$ cat config.mk
export PLATFORM = sky130hd
export DESIGN_NAME = mips_multicycle_core
export DESIGN_NICKNAME = d
export VERILOG_FILES = /design/src/rtl/mips_multicycle_core.sv
export SDC_FILE = /design/constraint.sdc
export NUM_CORES = 2
export LEC_CHECK = 0
export CORE_ASPECT_RATIO = 0.6
export CORE_UTILIZATION = 50
export CTS_CLUSTER_SIZE = 30
export DETAILED_ROUTE_END_ITERATION = 7
export GPL_TIMING_DRIVEN = 0
export PLACE_DENSITY = 0.71
export RECOVER_POWER = 50
export SETUP_SLACK_MARGIN = 0.02
export SYNTH_ARGS = -nofsm -noshare
export SYNTH_HDL_FRONTEND = slang
export SYNTH_SLANG_ARGS = --single-unit
export TNS_END_PERCENT = 10
$ cat constraint.sdc
create_clock -name clk -period 11.55 [get_ports clk]
set_input_delay 1.7325 -clock clk [delete_from_list [all_inputs] [get_ports clk]]
set_output_delay 1.7325 -clock clk [all_outputs]
set_load 0.05 [all_outputs]
$ cat src/rtl/mips_multicycle_core.sv
// mips_multicycle_core: multi-cycle MIPS-subset CPU sequenced over one unified req/ready memory port
module mips_multicycle_core #(
  parameter int          ADDR_W          = 12,
  parameter logic [31:0] RESET_PC        = 32'h0,
  parameter bit          HALT_ON_ILLEGAL = 1'b1
) (
  input  logic              clk,
  input  logic              rst,
  output logic              mem_req,
  output logic              mem_we,
  output logic [ADDR_W-1:0] mem_addr,
  output logic [31:0]       mem_wdata,
  input  logic [31:0]       mem_rdata,
  input  logic              mem_ready,
  output logic              retire,
  output logic [31:0]       pc_out,
  output logic              halted,
  output logic              illegal
);
  localparam logic [31:0] AMASK = (32'd1 << ADDR_W) - 32'd4;
  typedef enum logic [2:0] {FETCH, DECODE, EXEC, MEM, WB, HALT} state_t;
  state_t state;
  logic [31:0] pc, ir, a, b, imm, res, alu, tgt;
  logic [31:0] rf [32];
  logic [5:0] op, fn;
  logic [4:0] dst;
  logic is_r, is_lw, is_sw, legal, to_fetch;
  assign op = ir[31:26];
  assign fn = ir[5:0];
  always_comb begin
    is_r = op == 6'h00;
    is_lw = op == 6'h23;
    is_sw = op == 6'h2b;
    legal = is_r ? fn inside {6'h21, 6'h23, 6'h24, 6'h25, 6'h2a}
                 : op inside {6'h0d, 6'h09, 6'h0f, 6'h23, 6'h2b, 6'h04, 6'h02};
    dst = is_r ? ir[15:11] : ir[20:16];
    alu = is_r ? (fn == 6'h21 ? a + b :
                  fn == 6'h23 ? a - b :
                  fn == 6'h24 ? a & b :
                  fn == 6'h25 ? a | b : {31'b0, $signed(a) < $signed(b)})
               : op == 6'h0d ? a | imm : op == 6'h0f ? imm : a + imm;
    // pc already holds the incremented PC here, so branch offsets are relative to PC+4
    tgt = op == 6'h02 ? ({pc[31:28], ir[25:0], 2'b00} & AMASK)
        : (op == 6'h04 && a == b) ? ((pc + (imm << 2)) & AMASK) : pc;
    to_fetch = (state == EXEC && (!legal || op == 6'h02 || op == 6'h04))
            || (state == MEM && is_sw && mem_req && mem_ready) || state == WB;
  end
  assign retire = to_fetch;
  assign halted = state == HALT;
  always_ff @(posedge clk) begin
    if (rst) begin
      state <= FETCH;
      pc <= RESET_PC & AMASK;
      pc_out <= RESET_PC & AMASK;
      ir <= '0;
      a <= '0;
      b <= '0;
      imm <= '0;
      res <= '0;
      mem_req <= 1'b0;
      mem_we <= 1'b0;
      mem_addr <= '0;
      mem_wdata <= '0;
      illegal <= 1'b0;
      for (int i = 0; i < 32; i++) rf[i] <= '0;
    end else begin
      case (state)
        FETCH:
          if (mem_req && mem_ready) begin
            ir <= mem_rdata;
            pc <= (pc + 32'd4) & AMASK;
            mem_req <= 1'b0;
            state <= DECODE;
          end else if (!mem_req) begin
            mem_req <= 1'b1;
            mem_addr <= pc[ADDR_W-1:0];
          end
        DECODE: begin
          a <= rf[ir[25:21]];
          b <= rf[ir[20:16]];
          imm <= op == 6'h0d ? {16'h0, ir[15:0]} : op == 6'h0f ? {ir[15:0], 16'h0} : {{16{ir[15]}}, ir[15:0]};
          illegal <= illegal | !legal;
          state <= (!legal && HALT_ON_ILLEGAL) ? HALT : EXEC;
        end
        EXEC: begin
          res <= alu;
          state <= (is_lw || is_sw) ? MEM : WB;
          if (is_lw || is_sw) begin
            mem_req <= 1'b1;
            mem_we <= is_sw;
            mem_addr <= {alu[ADDR_W-1:2], 2'b00};
            mem_wdata <= b;
          end
        end
        MEM:
          if (mem_ready) begin
            res <= mem_rdata;
            mem_req <= 1'b0;
            mem_we <= 1'b0;
            state <= WB;
          end
        WB: if (dst != 5'd0) rf[dst] <= res;
        default: ;
      endcase
      // the last cycle of every instruction issues the next fetch directly
      if (to_fetch) begin
        state <= FETCH;
        pc <= tgt;
        pc_out <= tgt;
        mem_req <= 1'b1;
        mem_we <= 1'b0;
        mem_addr <= tgt[ADDR_W-1:0];
      end
    end
  end
endmodule

==> metrics.cfg <==
[yosys]
synth_top_area_frac = 0.426
synth.distinct_cells = 78
synth_cells = 5626
synth_top_area_cell = edfxtp_1
ys_seq_elements = 1298
synth_most_common_cell = edfxtp_1
async_flop_share = 0
synthTopCellsByArea = edfxtp_1 (43%), mux4_2 (20%), and2_1 (8.8%), dfxtp_1 (7.6%), ha_1 (2.9%)
synth_common_cells = edfxtp_1 (1,024), and2_1 (1,019), mux4_2 (640), clkbuf_1 (440), nand2_1 (329)
syn_area_per_cell_um2 = 12.8
netlist_area_um2 = 72200
yosys_warnings = 0
synth_flop_cell = edfxtp_1
yosysSeqAreaShare = 0.502
synth-edff-count = 1024

[timing]
clock_skew_ns = 0.0444
worstMarginPinSlew_ns = 4.04
final_hold_viol_count = 0
timing.hold.ws_ns = 0.451
finalCriticalPeriod_ns = 8.73
max_slew_margin = -1.72
grt_setup_unrepaired = false
post-route-period-util = 0.756
setup_viol = 0
finalMaxSlewViolations = 367
clock.fmax_mhz = 115
worst_slack_ns = 2.82
tns_ns = 0

[outcome]
status = complete, but fails checks
violations = max-capacitance violations, max-slew violations

[placement]
port_buffers = 115
pre_cts_ws_ns = 4.89
dp_cells = 7722
place_hpwl_um = 228000
gp_congestion = 1.04

[global_routing]
grt_max_degree = 27
grt_first_pass_wirelength_um = 395000
grt_pass1_vias = 50900
grtUsageTotal = 0.393
grt_overflow_total = 0
antenna_found_initial = 10

[drt]
first_pass_iters = 6
vias = 54600
wl_per_cell_um = 36.3
drc = 0
totalWireLength_um = 289000
antenna_left = 0
first_iter_violations = 10200
via_per_inst = 6.86

[worst_setup_path]
worst-endpoint-required_ns = 11.93
cp_common_cell = clkbuf_1
worstSetupPathType = flip-flop to flip-flop
critical_path.top_delay_family = buffers and inverters
crit_slowest_cell = o21ai_0
worst_setup_path_end_kind = flip-flop
critPathMaxStageDelay_ns = 2.14
crit_path_max_fanout = 13
crit_chain = clkbuf_1 > nor3_1 > clkbuf_1 > clkbuf_1 > nand2_1 > nand2_1 > nand3_1 > o21ai_0 > clkbuf_1 > clkbuf_1
reg2reg_depth = 10
cp.arrival_ns = 9.11
worstSetupStartpointType = flip-flop
crit_cells = 10
critPathBufInv = 5

[clock_network]
cts_tree = done
cts_buffers = 120
clk_latency_ns = 0.79
cts_setup_buffers = 0
cts_resized = 0
cts_root_buf = clkbuf_16
ctsHoldBuffers = 0
clk_pin_slew_ns = 0.07
cts_buffer_depth = 3
cts.sinks = 1298
htree_levels = 3

[die]
initial_utilization = 0.506
num_rows = 107
fp.coreArea_um2 = 143000
die_y_um = 296
die_area_um2 = 146000
pin_count = 116
die_x_um = 492

[job]
maxCapViolCount = 31

[final_layout]
seq_area_um2 = 36200
fillers = 11600
syn2layout_area_growth_pct = 12.3
final_cells = 7960
drive_gt1_frac = 0.156
multi_input_area_um2 = 33800
layout.nets = 6150

[hold_path]
holdCritPathClass = flip-flop to flip-flop
whs_path_depth = 2

[power_and_ir_drop]
power.leakage_nw = 27.2
power_density_nw_per_um2 = 160
irDropWorstVdd_mv = 0.151

==> cell type report <==
cell class              count  share of cell area
diodes                      6            0.000185
plain buffers             518              0.0245
clock buffers             148              0.0401
clock inverters            79             0.00965
inverters                 144             0.00667
multi-input cells        3697               0.417
flip-flops and latches   1298               0.447
well taps                1907              0.0294
repair buffers            163              0.0259
==> per-layer routing <==
layer | global-route usage | vias to the layer above | routed length, um
li1 | - | 21700 | -
met1 | 0.589 | 27600 | 118000
met2 | 0.488 | 4823 | 107000
met3 | 0.201 | 527 | 54900
met4 | 0.108 | 14 | 9180
met5 | 0 | - | 208
==> cell usage in the layout (no fill, tap or decap), types with 30 or more instances in the layout <==
cell type	Yosys	routed
o211ai_1	31	31
mux2i_1	90	90
nor2_1	267	266
dlygate4sd3_1	0	82
a22oi_1	37	37
xnor2_1	48	48
clkdlybuf4s50_1	0	33
conb_1	1	32
ha_1	169	169
buf_1	69	42
mux4_2	640	640
nor3_1	40	41
nand3_1	68	68
clkbuf_16	0	122
nand2_1	329	329
a21oi_1	272	272
o21ai_0	176	161
and2_1	1019	719
dfxtp_1	274	274
a21o_1	30	30
inv_1	141	142
clkinv_2	0	30
a211oi_1	103	102
clkbuf_1	440	470
and2_0	0	300
edfxtp_1	1024	1024
==> worst paths after layout <==
path                              start                          to  slack (ns)
max                 ir[27]$_SDFFE_PP0P_    rf[12][27]$_SDFFCE_PN0P_        2.82
min          mem_wdata[17]$_SDFFE_PP0P_  mem_wdata[17]$_SDFFE_PP0P_        0.45
max reg2reg         ir[27]$_SDFFE_PP0P_    rf[12][27]$_SDFFCE_PN0P_        2.82
min reg2reg  mem_wdata[17]$_SDFFE_PP0P_  mem_wdata[17]$_SDFFE_PP0P_        0.45
==> power by group <==
group | switching [mW] | total, mW | internal [mW]
logic | 2.17 | 3.28 | 1.11
clock network | 1.97 | 4.23 | 2.26
registers | 0.214 | 5.44 | 5.23
==> flip-flops by register name, indices dropped and copies added (netlist names) <==
signal,count
ir,32
mem_addr,12
state,3
b,32
pc_out,32
res,32
mem_wdata,32
a,32
mem_we,1
mem_req,1
rf,1024
imm,32
pc,32
illegal,1
==> worst min-delay path, stage by stage (launching register included) <==
cell	delay, ns
dfxtp_1	0.31
nand2_1	0.05
a21oi_1	0.05
==> cell families (layout without fill, tap and decap cells) <==
family          after synthesis  after routing  share of synthesized area
buf+inv                     662           1052                     0.0347
flops                      1298           1298                      0.502
other cells                   1             38                  0.0000520
simple gates               1849           1849                      0.138
compound gates              844            844                     0.0736
fa+ha+maj                   173            173                     0.0304
mux                         732            732                      0.213
xor+xnor                     67             67                    0.00813
==> stage by stage <==
step	util	cell area [um^2]	power (mW)
after floorplan	-	72300	7.30
after global placement	0.532	75800	8.55
after detailed placement	0.541	77200	8.61
after CTS	0.570	81200	12.7
after global routing	0.568	81000	13.1
final	0.569	81100	13.0
(Power assumes the default switching activity.)
